$ cat src/rtl/nw_cell_sequencer.sv
// nw_cell_sequencer
//   Generates the (i, j) cell address stream that fills the Needleman-Wunsch
//   score matrix. Two traversal orders are supported:
//     mode = 0 : row-major (sequential fill)
//     mode = 1 : anti-diagonal wavefront. Cells on one diagonal do not depend
//                on each other.
//   Row 0 and column 0 are pre-initialised and are skipped because every
//   index starts at START. A start/busy/done handshake talks to the RAM
//   control FSM.
//
// Parameters
//   ROWS, COLS : matrix dimensions. i runs START..ROWS-1, j runs START..COLS-1.
//   START      : first row/column index visited. Must be < ROWS and < COLS.
//
// Ports
//   clk          : system clock
//   rst          : synchronous active-high reset. It aborts a traversal and
//                  no done pulse follows.
//   start        : begin a traversal. Sampled in IDLE only.
//   mode         : traversal order. Latched when start is accepted.
//   en           : step enable (RAM read/write window open)
//   change_index : advance to the next cell. Effective only when en=1.
//   i, j         : current cell. Valid while busy. Holds the final cell
//                  after the traversal ends.
//   busy         : traversal in progress
//   last         : busy and the current cell is (ROWS-1, COLS-1)
//   done         : one-cycle pulse after the final cell is consumed
//   cell_cnt     : count of consumed cells. Present only with CELL_COUNT_EN.
//
// Optional feature macro: CELL_COUNT_EN (adds the cell_cnt progress counter)

module nw_cell_sequencer #(
    parameter int ROWS  = 128,
    parameter int COLS  = 128,
    parameter int START = 1,
    localparam int IW   = $clog2(ROWS) + 1,
    localparam int JW   = $clog2(COLS) + 1
) (
    input  logic          clk,
    input  logic          rst,
    input  logic          start,
    input  logic          mode,
    input  logic          en,
    input  logic          change_index,
    output logic [IW-1:0] i,
    output logic [JW-1:0] j,
    output logic          busy,
    output logic          last,
    output logic          done
`ifdef CELL_COUNT_EN
    ,
    output logic [$clog2(ROWS*COLS):0] cell_cnt
`endif
);

    // The diagonal sum d+1 can reach ROWS+COLS-2. One extra bit above the
    // wider index keeps that sum from overflowing.
    localparam int DW = ((IW > JW) ? IW : JW) + 1;

    localparam logic [IW-1:0] I_FIRST = IW'(START);
    localparam logic [IW-1:0] I_LAST  = IW'(ROWS - 1);
    localparam logic [JW-1:0] J_FIRST = JW'(START);
    localparam logic [JW-1:0] J_LAST  = JW'(COLS - 1);
    localparam logic [DW-1:0] D_FIRST = DW'(START);
    localparam logic [DW-1:0] D_JLAST = DW'(COLS - 1);
    // When d+1 >= START+COLS-1, the first cell of the next diagonal lies on
    // the last column instead of on row START.
    localparam logic [DW-1:0] D_SPLIT = DW'(START + COLS - 1);

    generate
        if (START >= ROWS || START >= COLS) begin : g_bad_start
            $error("nw_cell_sequencer: START must be below ROWS and COLS");
        end
    endgenerate

    typedef enum logic [1:0] {
        IDLE = 2'd0,
        RUN  = 2'd1,
        DONE = 2'd2
    } state_t;

    state_t        state, state_nxt;
    logic [IW-1:0] i_nxt, step_i;
    logic [JW-1:0] j_nxt, step_j;
    logic          mode_q, mode_nxt;
    logic          at_last;
    logic [DW-1:0] d_next, i_diag, j_diag;

    assign at_last = (i == I_LAST) && (j == J_LAST);
    assign last    = busy && at_last;

    // The next diagonal starts at the cell with the smallest legal i.
    // Subtracting the column limit first, and doing it only when the result
    // is >= START, keeps the arithmetic unsigned.
    assign d_next = DW'(i) + DW'(j) + DW'(1);
    assign i_diag = (d_next >= D_SPLIT) ? (d_next - D_JLAST) : D_FIRST;
    assign j_diag = d_next - i_diag;

    // Successor of the current cell for the latched mode. Only used when the
    // current cell is not the final one.
    always_comb begin
        // NOTE: every combinational output gets a default before any branch,
        // so no path leaves a variable unassigned and no latch is inferred.
        step_i = i;
        step_j = j;
        if (!mode_q) begin
            if (j == J_LAST) begin
                step_i = i + IW'(1);
                step_j = J_FIRST;
            end else begin
                step_j = j + JW'(1);
            end
        end else begin
            if (i < I_LAST && j > J_FIRST) begin
                step_i = i + IW'(1);
                step_j = j - JW'(1);
            end else begin
                step_i = IW'(i_diag);
                step_j = JW'(j_diag);
            end
        end
    end

    // Next-state and output logic
    always_comb begin
        state_nxt = state;
        i_nxt     = i;
        j_nxt     = j;
        mode_nxt  = mode_q;
        busy      = 1'b0;
        done      = 1'b0;
        unique case (state)
            IDLE: begin
                if (start) begin
                    state_nxt = RUN;
                    i_nxt     = I_FIRST;
                    j_nxt     = J_FIRST;
                    mode_nxt  = mode;
                end
            end
            RUN: begin
                busy = 1'b1;
                if (en && change_index) begin
                    if (at_last) begin
                        state_nxt = DONE;
                    end else begin
                        i_nxt = step_i;
                        j_nxt = step_j;
                    end
                end
            end
            DONE: begin
                done      = 1'b1;
                state_nxt = IDLE;
            end
            default: state_nxt = IDLE;
        endcase
    end

    always_ff @(posedge clk) begin
        // NOTE: sequential state uses non-blocking assignments, so every
        // register samples values from before the edge. The result then does
        // not depend on process ordering.
        if (rst) begin
            state  <= IDLE;
            i      <= '0;
            j      <= '0;
            mode_q <= 1'b0;
        end else begin
            state  <= state_nxt;
            i      <= i_nxt;
            j      <= j_nxt;
            mode_q <= mode_nxt;
        end
    end

`ifdef CELL_COUNT_EN
    localparam int CW = $clog2(ROWS*COLS) + 1;

    // Counts every advance, including the final one. It holds through DONE
    // and IDLE, so software can read the completed total.
    always_ff @(posedge clk) begin
        if (rst) begin
            cell_cnt <= '0;
        end else if (state == IDLE && start) begin
            cell_cnt <= '0;
        end else if (busy && en && change_index) begin
            cell_cnt <= cell_cnt + CW'(1);
        end
    end
`endif

endmodule
$ cat config.mk
export PLATFORM = sky130hd
export DESIGN_NAME = nw_cell_sequencer
export DESIGN_NICKNAME = d
export VERILOG_FILES = /design/src/rtl/nw_cell_sequencer.sv
export SDC_FILE = /design/constraint.sdc
export NUM_CORES = 1
export LEC_CHECK = 0
export CELL_PAD_IN_SITES_DETAIL_PLACEMENT = 0
export CELL_PAD_IN_SITES_GLOBAL_PLACEMENT = 1
export CORE_MARGIN = 4
export CORE_UTILIZATION = 45
export CTS_CLUSTER_DIAMETER = 50
export CTS_CLUSTER_SIZE = 25
export DETAILED_ROUTE_END_ITERATION = 12
export PLACE_DENSITY_LB_ADDON = 0.2
export SLEW_MARGIN = 20
export SYNTH_ARGS = -nofsm -noshare
export SYNTH_HDL_FRONTEND = slang
export SYNTH_SLANG_ARGS = --single-unit
$ cat constraint.sdc
create_clock -name clk -period 5.8 [get_ports clk]
set_input_delay 1.16 -clock clk [delete_from_list [all_inputs] [get_ports clk]]
set_output_delay 1.16 -clock clk [all_outputs]
set_load 0.005 [all_outputs]
Yosys cells after proc, flatten, opt, wreduce, memory -nomap -nowiden

Cells that the tools add are included.

Div/mod/pow operators: 0
$mul: 0
Add/subtract/negate cells: 7
Bitwise operators: 0
Multiplexer cells: 20
Shifts and indexed selects: 0
Magnitude comparators: 3
Equality and inequality tests: 9
Reduce and logical (&&, ||, !) cells: 10

Operators by type and width:

| operator                                                                             | count |
|---|---|
| 8-bit 2-to-1 mux                                                                     | 12 |
| 8-bit case mux with 2 select lines                                                   | 2 |
| 8-bit by 1-bit adder with 8-bit output (second input constant)                       | 2 |
| 8-bit by 7-bit == test with 1-bit output (second input constant)                     | 2 |
| 8-bit by 8-bit adder with 9-bit output                                               | 1 |
| 9-bit by 1-bit adder with 9-bit output (second input constant)                       | 1 |
| 9-bit by 8-bit greater-or-equal comparator with 1-bit output (second input constant) | 1 |
| 8-bit by 1-bit > comparator with 1-bit output (second input constant)                | 1 |
| 8-bit by 7-bit < comparator with 1-bit output (second input constant)                | 1 |
| 2-bit != test (second input constant)                                                | 4 |
| 8-bit by 1-bit subtractor with 8-bit output (second input constant)                  | 1 |
| 8-bit by 7-bit subtractor with 8-bit output (second input constant)                  | 1 |
| 8-bit subtractor                                                                     | 1 |
| 2-bit 2-to-1 mux                                                                     | 3 |
| 5-bit AND reduction                                                                  | 1 |
| 1-bit logical AND                                                                    | 4 |
| 2-bit case mux with 2 select lines                                                   | 1 |
| 4-bit AND reduction                                                                  | 1 |
| 3-bit != test (second input constant)                                                | 1 |
| 3-bit AND reduction                                                                  | 1 |
| 2-bit by 1-bit == test with 1-bit output (second input constant)                     | 1 |
| 2-bit == test (second input constant)                                                | 1 |
| 2-bit zero test                                                                      | 1 |
| 1-bit 2-to-1 mux                                                                     | 2 |
| other kinds (2)                                                                      | 2 |

Memories kept: 0
RAM bits: 0
Bits in latches: 0
Flip-flop bits (word level): 19
Input port bits: 6
Output and inout bits: 19
ROM bits: 0

Logic depth before layout (Yosys ltp)

Gate-level depths: netlist (run 1).

Depth after elaboration: 10
Gate-level depth with buffers: 19
Depth with buffers taken out: 17

Worst setup path before layout (run 1)

No wires, ideal clock.

Path kind: reg-to-reg
Start point: reg j[0]
End point: reg j[5]
Buffers on the path: 2
Library setup time: 0.130 ns
Data required time: 5.670 ns
Slack: 1.954 ns
Stages on the path, launching flop included: 19
Arrival time: 3.716 ns
Cell sequence: dfxtp_1 -> inv_1 -> ha_1 -> fa_1 -> nor2b_1 -> o31a_1 -> nor3_1 -> o2111ai_2 -> and2_1 -> buf_2 -> buf_2 -> nand2_1 -> ha_1 -> a21o_1 -> a21o_1 -> nor3_1 -> xnor2_1 -> a221oi_2 -> nor3_2

Word-level cells in the longest chain between the ends: 10
Elaborated cells between the ends (all ways): 20

Ends and longest elaborated chain:

| element                                                                                                                     | line | RTL |
|---|---|---|
| start: declaration                                                                                                          | 46   | `output logic [JW-1:0] j,` |
| start signal: assignment                                                                                                    | 172  | `j <= j_nxt;` |
| 8-bit by 8-bit adder with 9-bit output                                                                                      | 95   | `assign d_next = DW'(i) + DW'(j) + DW'(1);` |
| 9-bit by 1-bit adder with 9-bit output                                                                                      | 95   |  |
| 8-bit by 7-bit subtractor with 8-bit output or 9-bit by 8-bit greater-or-equal comparator with 1-bit output (tied branches) | 96   | `assign i_diag = (d_next >= D_SPLIT) ? (d_next - D_JLAST) : D_FIRST;` |
| 8-bit 2-to-1 mux                                                                                                            | 96   |  |
| 8-bit subtractor                                                                                                            | 97   | `assign j_diag = d_next - i_diag;` |
| 8-bit 2-to-1 mux                                                                                                            | 114  | `if (i < I_LAST && j > J_FIRST) begin` |
| 8-bit 2-to-1 mux                                                                                                            | 106  | `if (!mode_q) begin` |
| 8-bit 2-to-1 mux                                                                                                            | 144  | `if (at_last) begin` |
| 8-bit 2-to-1 mux                                                                                                            | 143  | `if (en && change_index) begin` |
| 8-bit case mux with 2 select lines                                                                                          | 132  | `unique case (state)` |

Parallel ways exist; a longest one is shown, timed or not. The select of a mux whose other input is x is not followed.
A chain may end at the register's enable or synchronous reset.

Final worst setup path (run 1)

Ends and elaborated chain as after synthesis.

==> results_dict.tcl, run 1 <==
set metrics [dict create \
    antenna_cells 0 \
    finalPower_uw 371 \
    grt_pass1_vias 2188 \
    hold_buffers 0 \
    io_buffers 24 \
    postRouteAntennaNets 0 \
    rows 25 \
    hold_class "flip-flop to flip-flop" \
    area_delta_synth_final_pct 13.0 \
    p_int_uw 236 \
    nNetsFinal 351 \
    pwr-share-comb_pct 36.2 \
    hold_viol 0 \
    sequentialPowerShare_pct 37.8 \
    clockBufferDepth 2 \
    drc_errors 0 \
    cts.sink_count 19 \
    worst_pin_slew_ps 751 \
    p_switching_uw 135 \
    drive_gt1_share_pct 7.45 \
    cp_slowest_cell "and2_1" \
    gr-total-overflow 0 \
    fin_crit_sh_pct 74.0 \
    ctsResizeCount 0 \
    cts_buffers 3 \
    h-tree-depth 1 \
    netlist_area_um2 2320 \
    cp-end-kind "flip-flop" \
    ys_ff_latch 19 \
    syn_inst 309 \
    peakVddDrop_uv 77.9 \
    clk_pin_slew_ps 80 \
    syn_nets 337 \
    synth_seq_area_share_pct 16.4 \
    fill_cells 503 \
    drt-initial-drc-count 152 \
    power.leakage_uw 0.00102 \
    vias_per_cell 6.15 \
    slew_viol_final 0 \
    crit_start "j[0]$_SDFFE_PP0P_" \
    rsz0062_at_grt "false" \
    outcome "finished, final reports clean" \
    finalNonFillerCells 389 \
    synthFlopType "dfxtp_1" \
    place_ws_ps 1550 \
    antenna_found_initial 0 \
    vias 2392 \
    crit_required_ps 5930 \
    swShare_pct 36.4 \
    die_y_um 79.8 \
    cp.arrival_ps 4420 \
    wl_um 6650 \
    synth_warnings 0 \
    boundaryPins 25 \
    ys_top_cells_by_count "nor2_1 (31), nand2_1 (23), ha_1 (21)" \
    dr.pass1.iters 5 \
    critPathLaunchType "flip-flop" \
    synth_top_cell_area_share_pct 16.4 \
    cts_tree "built" \
    period_needed_ps 4290 \
    clk_latency_ps 260 \
    relSlewSlack_pct 49.8 \
    power.share.clock_pct 26.0 \
    gp_congestion 0.931 \
    synth_edf_count 0 \
    grtUsageTotal_pct 21.3 \
    min-delay-start "i[0]$_SDFFE_PP0P_" \
    synthDistinctLibCells 64 \
    wl_per_cell_um 17.1 \
    grt_max_degree 18 \
    critical_path.max_fanout 16 \
    numPlacedInstances 385 \
    setup_ws_ps 1510 \
    setup_tns_ps 0 \
    ys_top_cells_by_area "dfxtp_1 (16%), ha_1 (11%), nor2_1 (5.0%), a21oi_1 (4.3%), o21ai_0 (4.3%)" \
    cts_setup_buffers 0 \
    initial_utilization_pct 47.8 \
    yosys.cell_count.top_type "nor2_1" \
    criticalPathCategory "flip-flop to flip-flop" \
    cap_viol_max_count 0 \
    synth_top_cell_by_area "dfxtp_1" \
    die_area_um2 6360 \
    fin_skew_ps 10.6 \
    grt_pass1_wl_um 10800 \
    timing.rr.start "j[0]$_SDFFE_PP0P_" \
    syn_avg_cell_area_um2 7.50 \
    synthArstFlopShare_pct 0 \
    max_freq_mhz 233 \
    finalSetupViolCount 0 \
    root_buffer "clkbuf_8" \
    die_x_um 79.8 \
    crit_chain "inv_1 > ha_1 > fa_1 > nor2b_1 > o31a_1 > nor3_1 > o2111ai_2 > and2_1 > nand2_1 > ha_1 > a21o_1 > a21o_1 > nor3_1 > xnor2_1 > a221oi_2 > nor3_2" \
    dpl.hpwl_um 5180 \
    powerDensity_nw_per_um2 142 \
    cpPeakStageDelay_ps 510 \
    core_um2 4850 \
]
cell families after synthesis:
group                    Yosys count  synth area share, %
adder cells (fa/ha/maj)           22                 12.2
AO/OA/AOI/OAI                    101                 31.6
buffers and inverters             28                 5.23
flip-flops                        19                 16.4
AND/OR/NAND/NOR                  123                 28.4
XOR/XNOR                          13                 4.91
multiplexers                       3                 1.30
area by class of cell:
cell class              count  area, um^2  area share [%]
clock inverters             1        5.00           0.191
inverters                  12        45.0            1.72
multi-input cells         262        1820            69.3
clock buffers               3        41.3            1.58
flip-flops and latches     19         380            14.5
repair buffers             25         248            9.46
well taps                  67        83.8            3.20
worst max-delay path, delay by kind of cell, from the launching register on:
family          cells  cell delay, ps
xor+xnor            1             120
fa+ha+maj           3            1020
flops               1             470
simple gates        6            1150
compound gates      5            1230
buf+inv             1             170
stage by stage:
step	cell area (um^2)	hold WS, ps	utilization, %
2_1_floorplan	2320	494	-
3_3_place_gp	2570	511	53.1
3_5_place_dp	2570	519	53.1
4_1_cts	2620	530	54.0
5_1_grt	2620	595	54.0
6_report	2620	521	54.0
routing by layer:
metal  part of all wire [%]  global-route usage, %  wire length (um)
met4                    2.5                   7.09               163
met2                     44                   33.1              2910
met5                      0                      0                 0
met1                     47                   30.1              3100
met3                    7.1                   3.05               472
cells in the final DEF (no fill, tap or decap), drive strengths merged, types with 3 or more instances in the layout:
master / synthesis / routed
nor2: 31 / 31
o21ai: 25 / 25
clkdlybuf4s50: 0 / 24
a21oi: 24 / 24
nand2: 23 / 23
ha: 21 / 21
dfxtp: 19 / 19
nand3: 15 / 15
nor3: 13 / 13
inv: 12 / 12
xnor2: 8 / 8
and3: 8 / 8
nand2b: 8 / 8
a31oi: 8 / 8
a21o: 6 / 6
nor2b: 5 / 5
o21a: 5 / 5
xor2: 5 / 5
a211oi: 4 / 4
o31ai: 4 / 4
or3: 3 / 3
mux2i: 3 / 3
nor3b: 3 / 3
a2bb2oi: 3 / 3
clkbuf: 10 / 3
and2: 3 / 3
a221oi: 3 / 3
state kept, by name (all words and copies together) (netlist names):
signal / cells
mode_q: 1
i: 8
j: 8
state: 2
final timing paths:
kind	slack (ps)	cells after the start	to
worst max-delay path	1510	16	j[5]$_SDFFE_PP0P_
worst min-delay path	520	2	i[0]$_SDFFE_PP0P_
worst max register to register	1510	16	j[5]$_SDFFE_PP0P_
worst min register to register	520	2	i[0]$_SDFFE_PP0P_
power groups by stage:
stage                     Sequential (uW)  Combinational, uW  Clock, uW
after detailed placement              143                131          0
after global placement                143                132          0
after floorplan                       140                101          0
after global routing                  141                148        106
after CTS                             140                132        100
final                                 140                135       96.4
No activity file was read; power rests on OpenSTA's default activity.
==> run 2, diff against run 1 <==
Settings changed: CORE_UTILIZATION 45 to 38.
Clock period 5.8 ns to 3.7 ns, I/O delays scaled along.
==> run 2 against run 1 <==
Register-to-register slack got worse by 1200 ps; highest routed layer unchanged; largest cell class unchanged; sequential power grew 54%; largest power group is now combinational cells; clock skew down 6.5 ps; combinational power increased by 75%; critical endpoint unchanged.
==> results_dict.tcl, run 2 (synthesis results as in run 1) <==
set metrics [dict create \
    outcome "finished, final reports clean" \
    rsz0062_at_grt "false" \
    p_switching_uw 224 \
    antenna_found_initial 0 \
    wl_per_cell_um 17.9 \
    clockBufferDepth 2 \
    root_buffer "clkbuf_8" \
    vias_per_cell 5.79 \
    die_y_um 86.1 \
    dr.pass1.iters 5 \
    grtUsageTotal_pct 20.3 \
    critPathLaunchType "flip-flop" \
    grtUsageMet1_pct 29.8 \
    p_int_uw 382 \
    final_cell_mix "nor2_1 (31), clkdlybuf4s50_1 (24), nand2_1 (23)" \
    top_regs "i: 8 flops, j: 8 flops, state: 2 flops" \
    numPlacedInstances 411 \
    r2r_end "j[5]$_SDFFE_PP0P_" \
    grt_max_degree 18 \
    drt-initial-drc-count 169 \
    cp-end-kind "flip-flop" \
    setup_tns_ps 0 \
    slew_viol_final 0 \
    cts_buffers 3 \
    criticalPathCategory "flip-flop to flip-flop" \
    hold_viol 0 \
    gr-total-overflow 0 \
    dpl.hpwl_um 5900 \
    timing.rr.start "i[0]$_SDFFE_PP0P_" \
    clk_pin_slew_ps 80 \
    die_area_um2 7410 \
    ctsResizeCount 0 \
    grt_pass1_vias 2212 \
    rows 28 \
    rrSetupSlack_ps 280 \
    cts_setup_buffers 0 \
    grt_pass1_wl_um 11900 \
    cts.sink_count 19 \
    area_delta_synth_final_pct 19.8 \
    cap_viol_max_count 0 \
    max_freq_mhz 293 \
    fin_skew_ps 4.04 \
    final_common_cell "nor2_1" \
    period_needed_ps 3420 \
    hold_class "flip-flop to flip-flop" \
    setup_ws_ps 284 \
    peakVddDrop_uv 107 \
    antenna_cells 0 \
    gp_congestion 0.888 \
    wl_um 7450 \
    postRouteAntennaNets 0 \
    place_ws_ps 288 \
    io_buffers 24 \
    swShare_pct 37.0 \
    finalNonFillerCells 415 \
    top_usage_layer "met2" \
    min_path_cells 2 \
    finalSetupViolCount 0 \
    critical_path.max_fanout 5 \
    cts_tree "built" \
    sequentialPowerShare_pct 35.6 \
    drc_errors 0 \
    crit_end "j[5]$_SDFFE_PP0P_" \
    vias 2404 \
    worstRegToRegCells 14 \
    grt_use_met3_pct 1.92 \
    utilization_pct 46.9 \
    fin_crit_sh_pct 92.3 \
    crit_required_ps 3850 \
    initial_utilization_pct 39.2 \
    core_um2 5920 \
    nNetsFinal 369 \
    pwr-share-comb_pct 38.8 \
    cp.arrival_ps 3570 \
    powerDensity_nw_per_um2 219 \
    hold_buffers 0 \
    finalPower_uw 607 \
    crit_start "i[0]$_SDFFE_PP0P_" \
    clk_latency_ps 260 \
    worst_pin_slew_ps 874 \
    gr-usage-met2_pct 31.4 \
    die_x_um 86.1 \
    boundaryPins 25 \
    power.share.clock_pct 25.6 \
    h-tree-depth 1 \
    drive_gt1_share_pct 13.5 \
    relSlewSlack_pct 41.7 \
    power.leakage_uw 0.00111 \
]
[run 2: changes by cell type in the layout (fill, tap and decap cells not counted), sizes merged]
cell,before,now
buf,1,19
clkinv,1,0
clkbuf,3,4
[run 2: power by group through the flow]
stage                     Combinational [uW]  Sequential (uW)  Clock, uW
after CTS                                233              216        160
final                                    236              216        155
after global placement                   232              220          0
after floorplan                          158              220          0
after detailed placement                 231              221          0
after global routing                     257              217        166
[run 2: layout make-up]
| cell class | count | area (um^2) |
|---|---|---|
| multi-input cells | 262 | 1830 |
| inverters | 12 | 45.0 |
| flip-flops and latches | 19 | 383 |
| clock buffers | 4 | 45.0 |
| repair buffers | 43 | 383 |
| well taps | 75 | 93.8 |
| fillers | 605 | 3140 |
[run 2: routing by layer]
metal,share of wire [%],routed length [um]
met5,0,0
met4,0.79,59
met3,6.0,444
met1,48,3570
met2,45,3370
[run 2: worst min path at each step]
stage,start,to,slack [ps]
6_report,i[2]$_SDFFE_PP0P_,i[2]$_SDFFE_PP0P_,570
5_1_grt,i[2]$_SDFFE_PP0P_,i[2]$_SDFFE_PP0P_,610
4_1_cts,i[2]$_SDFFE_PP0P_,i[2]$_SDFFE_PP0P_,570
3_5_place_dp,i[2]$_SDFFE_PP0P_,i[2]$_SDFFE_PP0P_,550
3_3_place_gp,i[2]$_SDFFE_PP0P_,i[2]$_SDFFE_PP0P_,550
2_1_floorplan,i[0]$_SDFFE_PP0P_,i[0]$_SDFFE_PP0P_,490
[run 2: critical path: stages (launching register included)]
cell      delay (ps)
dfxtp_1          330
inv_1             60
ha_1             200
fa_1             570
inv_1             90
ha_1             200
xnor2_1          370
nand2_1          110
ha_1             360
nand3_1          130
a311oi_2         290
nor3_1           100
xnor2_1          160
a221oi_2         260
nor3_2            70
[run 2: stage by stage]
stage	instance area [um^2]	hold slack (ps)
after detailed placement	2720	553
after global placement	2720	552
final	2780	570
after CTS	2770	567
after global routing	2780	608
after floorplan	2320	494
==> run 3, diff against run 2 <==
Settings changed: ABC_CLOCK_PERIOD_IN_PS set to 3700, SKIP_CTS_REPAIR_TIMING set to 1.
==> results of run 3 <==
Final layout, timing and power as in run 2 (identical DEF).
